### config.mk
export PLATFORM = sky130hd
export DESIGN_NAME = mac_accumulator
export DESIGN_NICKNAME = d
export VERILOG_FILES = /design/src/rtl/accel_pkg.sv /design/src/rtl/mac_accumulator_beat_counter.sv /design/src/rtl/mac_accumulator.sv
export SDC_FILE = /design/constraint.sdc
export NUM_CORES = 1
export LEC_CHECK = 0
export BUFFER_PORTS_ARGS = -buffer_cell sky130_fd_sc_hd__buf_2
export CAP_MARGIN = 20
export CORE_MARGIN = 1.5
export CORE_UTILIZATION = 63
export DETAILED_ROUTE_END_ITERATION = 8
export GPL_TIMING_DRIVEN = 0
export PLACE_DENSITY = 0.94
export SLEW_MARGIN = 20
export SYNTH_ARGS = -nofsm -noshare
export SYNTH_HDL_FRONTEND = slang
export SYNTH_SLANG_ARGS = --single-unit
### constraint.sdc
create_clock -name clk -period 7.4 [get_ports clk]
set_clock_uncertainty 0.05 [all_clocks]
set_input_delay 1.48 -clock clk [delete_from_list [all_inputs] [get_ports clk]]
set_output_delay 1.48 -clock clk [all_outputs]
set_load 0.1 [all_outputs]
### src/rtl/accel_pkg.sv
// Shared types and constants for the accelerator datapath stages.
package accel_pkg;

   typedef enum logic [1:0] {
      IDLE  = 2'd0,
      ACCUM = 2'd1,
      HOLD  = 2'd2
   } mac_acc_state_t;

   localparam int unsigned ACC_WIDTH_DEF = 30;
   localparam int unsigned LEN_WIDTH_DEF = 10;

   // Two's-complement limits of a width-bit signed value, returned 64 bits wide.
   function automatic logic signed [63:0] SAT_MAX(input int unsigned width);
      return (64'sd1 <<< (width - 1)) - 64'sd1;
   endfunction

   function automatic logic signed [63:0] SAT_MIN(input int unsigned width);
      return -(64'sd1 <<< (width - 1));
   endfunction

endpackage

### src/rtl/mac_accumulator_beat_counter.sv
// Remaining-beat counter: loads a count, decrements on enable, flags the last beat.
module beat_counter #(
   parameter int unsigned WIDTH = 10
) (
   input  logic             clk,
   input  logic             arst_n,
   input  logic             load,
   input  logic [WIDTH-1:0] load_val,
   input  logic             dec,
   output logic             last
);

   logic [WIDTH-1:0] count;

   always_ff @(posedge clk or negedge arst_n) begin
      if (!arst_n) begin
         count <= '0;
      end else if (load) begin
         count <= load_val;
      end else if (dec && (count != '0)) begin
         count <= count - WIDTH'(1);
      end
   end

   assign last = (count == WIDTH'(1));

endmodule

### src/rtl/mac_accumulator.sv
// Multiply-accumulate stage: sums len_in signed products, then holds the result for one transfer.
// Define MAC_ACCUMULATOR_SATURATE_EN to clamp each addition instead of wrapping.
module mac_accumulator
   import accel_pkg::*;
#(
   parameter int unsigned A_WIDTH   = 8,
   parameter int unsigned B_WIDTH   = 8,
   parameter int unsigned ACC_WIDTH = ACC_WIDTH_DEF,
   parameter int unsigned LEN_WIDTH = LEN_WIDTH_DEF
) (
   input  logic                 clk,
   input  logic                 arst_n_in,
   input  logic [LEN_WIDTH-1:0] len_in,
   input  logic [A_WIDTH-1:0]   a_in,
   input  logic [B_WIDTH-1:0]   b_in,
   input  logic                 in_valid,
   output logic                 in_ready,
   output logic [ACC_WIDTH-1:0] acc_out,
   output logic                 out_valid,
   input  logic                 out_ready
);

   localparam int unsigned PW = A_WIDTH + B_WIDTH;

   localparam logic [1:0] ST_IDLE  = IDLE;
   localparam logic [1:0] ST_ACCUM = ACCUM;
   localparam logic [1:0] ST_HOLD  = HOLD;

   logic [1:0]                  state;
   logic [1:0]                  state_nxt;
   logic signed [ACC_WIDTH-1:0] acc;
   logic signed [ACC_WIDTH-1:0] acc_nxt;
   logic signed [ACC_WIDTH-1:0] base;
   logic signed [PW-1:0]        prod;
   logic signed [ACC_WIDTH-1:0] prod_ext;
   logic [LEN_WIDTH-1:0]        load_val;
   logic                        accept;
   logic                        last;

   assign in_ready  = (state != ST_HOLD);
   assign out_valid = (state == ST_HOLD);
   assign acc_out   = acc;

   assign accept   = in_valid && in_ready;
   assign load_val = (len_in == '0) ? '0 : len_in - LEN_WIDTH'(1);

   assign prod     = $signed(a_in) * $signed(b_in);
   assign prod_ext = ACC_WIDTH'(prod);
   // The first beat starts from zero so no clear cycle is needed between results.
   assign base     = (state == ST_IDLE) ? '0 : acc;

`ifdef MAC_ACCUMULATOR_SATURATE_EN
   localparam logic signed [ACC_WIDTH-1:0] ACC_MAX = ACC_WIDTH'(SAT_MAX(ACC_WIDTH));
   localparam logic signed [ACC_WIDTH-1:0] ACC_MIN = ACC_WIDTH'(SAT_MIN(ACC_WIDTH));

   logic signed [ACC_WIDTH:0] sum_wide;

   assign sum_wide = {base[ACC_WIDTH-1], base} + {prod_ext[ACC_WIDTH-1], prod_ext};

   always_comb begin
      acc_nxt = sum_wide[ACC_WIDTH-1:0];
      if (sum_wide[ACC_WIDTH] != sum_wide[ACC_WIDTH-1]) begin
         acc_nxt = sum_wide[ACC_WIDTH] ? ACC_MIN : ACC_MAX;
      end
   end
`else
   assign acc_nxt = base + prod_ext;
`endif

   beat_counter #(
      .WIDTH (LEN_WIDTH)
   ) u_beat_counter (
      .clk      (clk),
      .arst_n   (arst_n_in),
      .load     (accept && (state == ST_IDLE)),
      .load_val (load_val),
      .dec      (accept && (state == ST_ACCUM)),
      .last     (last)
   );

   always_comb begin
      state_nxt = state;
      case (state)
         ST_IDLE: begin
            if (accept) begin
               state_nxt = (load_val == '0) ? ST_HOLD : ST_ACCUM;
            end
         end
         ST_ACCUM: begin
            if (accept && last) begin
               state_nxt = ST_HOLD;
            end
         end
         ST_HOLD: begin
            if (out_ready) begin
               state_nxt = ST_IDLE;
            end
         end
         default: state_nxt = ST_IDLE;
      endcase
   end

   always_ff @(posedge clk or negedge arst_n_in) begin
      if (!arst_n_in) begin
         state <= ST_IDLE;
         acc   <= '0;
      end else begin
         state <= state_nxt;
         if (accept) begin
            acc <= acc_nxt;
         end
      end
   end

endmodule

==> impl_metrics.yaml <==
setup_path:
  arrival_ns: 7.24
  endpoint_kind: "flip-flop"
  critical_path.max_fanout: 12
  required_ns: 7.53
  crit_type: "primary input to flip-flop"
  cp-start-kind: "primary input"
synthesis:
  avgSynthCellArea_sq_um: 9.659
  synth_enable_flop_cells: 0
  synthCells: 749
  yosysTopAreaCell: "fa_1"
  synth_area_leaders: "fa_1, dfrtp_1, ha_1"
  netlist.area_leader.share_pct: 35.42
  synthDistinctLibCells: 63
  post-synth-top-count-cell: "fa_1"
  synth_seq_cells: 42
  syn_area_sq_um: 7234
  synthTopCellsByCount: "fa_1, inv_1, nand2_1, ha_1, and2_1"
  synth_flop_cell: "dfrtp_1"
  async_flop_share_pct: 100.0
  syn_nets: 976
  yosysSeqAreaShare_pct: 14.53
  yosys_warnings: 0
clocking:
  root_buffer: "clkbuf_16"
  cts_tree: "yes"
  clk_path_buf_depth: 2
  h-tree-depth: 2
  clk_pin_slew_ns: 0.06
  cts_inserted_buffers: 5
  clkLatencyLatePin_ns: 0.30
  clock_sinks: 42
  holdBufCountCts: 0
layout:
  final_cells: 968
  drive_gt1_share_pct: 12.68
  post-route-util_pct: 72.32
  area_delta_synth_final_pct: 10.27
  n_antenna_cell: 0
  nets: 1054
placed_design:
  dp_cells: 950
  gp_congestion: 0.9482
  dpl.hpwl_mm: 13.59
  io_buffers: 60
sta:
  tightest_slew_ns: 1.000
  setup_violations: 0
  hold_viol: 0
  max_slew_margin_pct: 33.32
  whs_ns: 0.4331
  fmax_ghz: 0.1406
  rsz0062_at_grt: "no"
  drv_slew: 0
  finalCritPeriodShare_pct: 96.11
  post-route-min-period_ns: 7.112
routing:
  drtPass1Iterations: 5
  via_per_inst: 5.965
  route.detailed.drc: 0
  vias: 5774
  ant_nets: 0
  wl_per_cell_microns: 17.60
  drt-total-wl_mm: 17.03
  drt_iter0_drc: 517
grt:
  grt_pass1_vias: 5928
  grt_start_max_net_pins: 43
  grt_pass1_wl_mm: 28.41
  grt_use_total_pct: 30.76
  grt_overflow: 0
  antenna_found_initial: 0
die:
  start_util_pct: 65.59
  row_count: 38
  core_area_sq_um: 11030
  design.die.area_sq_um: 12140
  die_h_microns: 110.2
  io_pins: 62
  die_w_microns: 110.2
min_path:
  hp-class: "flip-flop to flip-flop"
run:
  maxCapViolCount: 0
run_status:
  status: "finished, final reports clean"
-- path summary, 6_finish.rpt --
path                            cells past startpoint  slack, ns      start                       to
worst max-delay path                               18       0.29    a_in[7]              acc_out[29]
worst min-delay path                                1       0.43   state[1]                 state[0]
worst max register to register                     23       0.50   state[0]              acc_out[29]
worst min register to register                      1       0.43   state[1]                 state[0]
max in group asynchronous                           1       5.38  arst_n_in              acc_out[21]
min in group asynchronous                           1       1.30  arst_n_in  u_beat_counter.count[0]
-- critical path, stage by stage --
cell	delay [ns]
buf_2	0.16
nand2_1	0.19
fa_1	0.58
clkinvlp_4	0.55
fa_1	0.62
fa_1	0.58
fa_1	0.43
ha_1	0.29
ha_1	0.37
a21oi_1	0.22
o21ai_0	0.12
a211oi_1	0.40
nand3_1	0.20
a31oi_1	0.29
nor2_1	0.13
o211ai_1	0.33
and4_4	0.27
nor3_2	0.04
-- final cells by class --
cell class / count / area [sq um]
timing repair buffer: 71 / 402.9
fill: 769 / 3053
buffer: 15 / 58.81
tap: 140 / 175.2
clock buffer: 5 / 125.1
multi-input combinational: 593 / 5758
clock inverter: 3 / 23.77
inverter: 99 / 382.9
sequential: 42 / 1051
-- routing by layer --
layer	global-route usage, %	vias to the layer above	wire, microns	share of wire [%]
met1	40.41	2852	7061	41
li1	-	2621	-	-
met4	10.90	0	503	3.0
met5	0	-	0	0
met2	52.75	251	8417	49
met3	3.998	50	1051	6.2
-- logic make-up (layout without fill, tap and decap cells) --
logic type | after synthesis | count (layout) | share of synthesized area [%]
buffers and inverters | 114 | 193 | 5.949
AOI/OAI and AO/OA | 121 | 121 | 10.55
and+or+nand+nor | 238 | 238 | 16.86
xor gates and xnor gates | 28 | 28 | 3.390
DFF | 42 | 42 | 14.53
muxes | 9 | 9 | 1.366
adders and majority gates | 197 | 197 | 47.35
-- through the flow --
step                cell area (sq um)  worst slack [ns]  setup TNS (ns)
floorplan                        7234            0.3927               0
global placement                 7710           -0.4712          -2.674
detailed placement               7740          -0.04980        -0.04980
CTS                              7889            0.2304               0
global route                     7978          0.006661               0
finish                           7978            0.2877               0
-- cell usage in the layout (no fill, tap or decap), types with 3 or more instances in the layout --
| cell | instances |
|---|---|
| or3_1 | 3 |
| a211oi_1 | 4 |
| nand2_1 | 76 |
| clkinvlp_4 | 5 |
| nor2_1 | 40 |
| ha_1 | 69 |
| inv_1 | 95 |
| nand3_1 | 10 |
| nor4_1 | 4 |
| a21o_1 | 7 |
| nor3_1 | 11 |
| nand2b_1 | 6 |
| mux2_2 | 7 |
| dfrtp_1 | 42 |
| buf_2 | 61 |
| and2_1 | 55 |
| and3_1 | 6 |
| a21oi_1 | 29 |
| nor3b_1 | 6 |
| o31ai_1 | 3 |
| xnor2_1 | 17 |
| a31oi_1 | 5 |
| clkbuf_16 | 5 |
| o22a_1 | 3 |
| fa_1 | 127 |
| clkbuf_1 | 13 |
| nor2b_1 | 3 |
| o21ai_0 | 40 |
| a22oi_1 | 3 |
| xor2_1 | 11 |
| buf_4 | 10 |
-- state kept, by name, indices dropped and copies added (netlist names) --
| signal | cells |
|---|---|
| acc_out | 30 |
| state | 2 |
| u_beat_counter.count | 10 |
-- repair_timing --
| action | 4_1_cts | 5_1_grt |
|---|---|---|
| setup endpoints to repair | 0 | 1 |
| setup buffers | 0 | 10 |
| resized for setup | 0 | 4 |
Power is left out: the tool's default activity adds up to more than one toggle a clock period on the data nets, which glitch-free logic cannot reach.
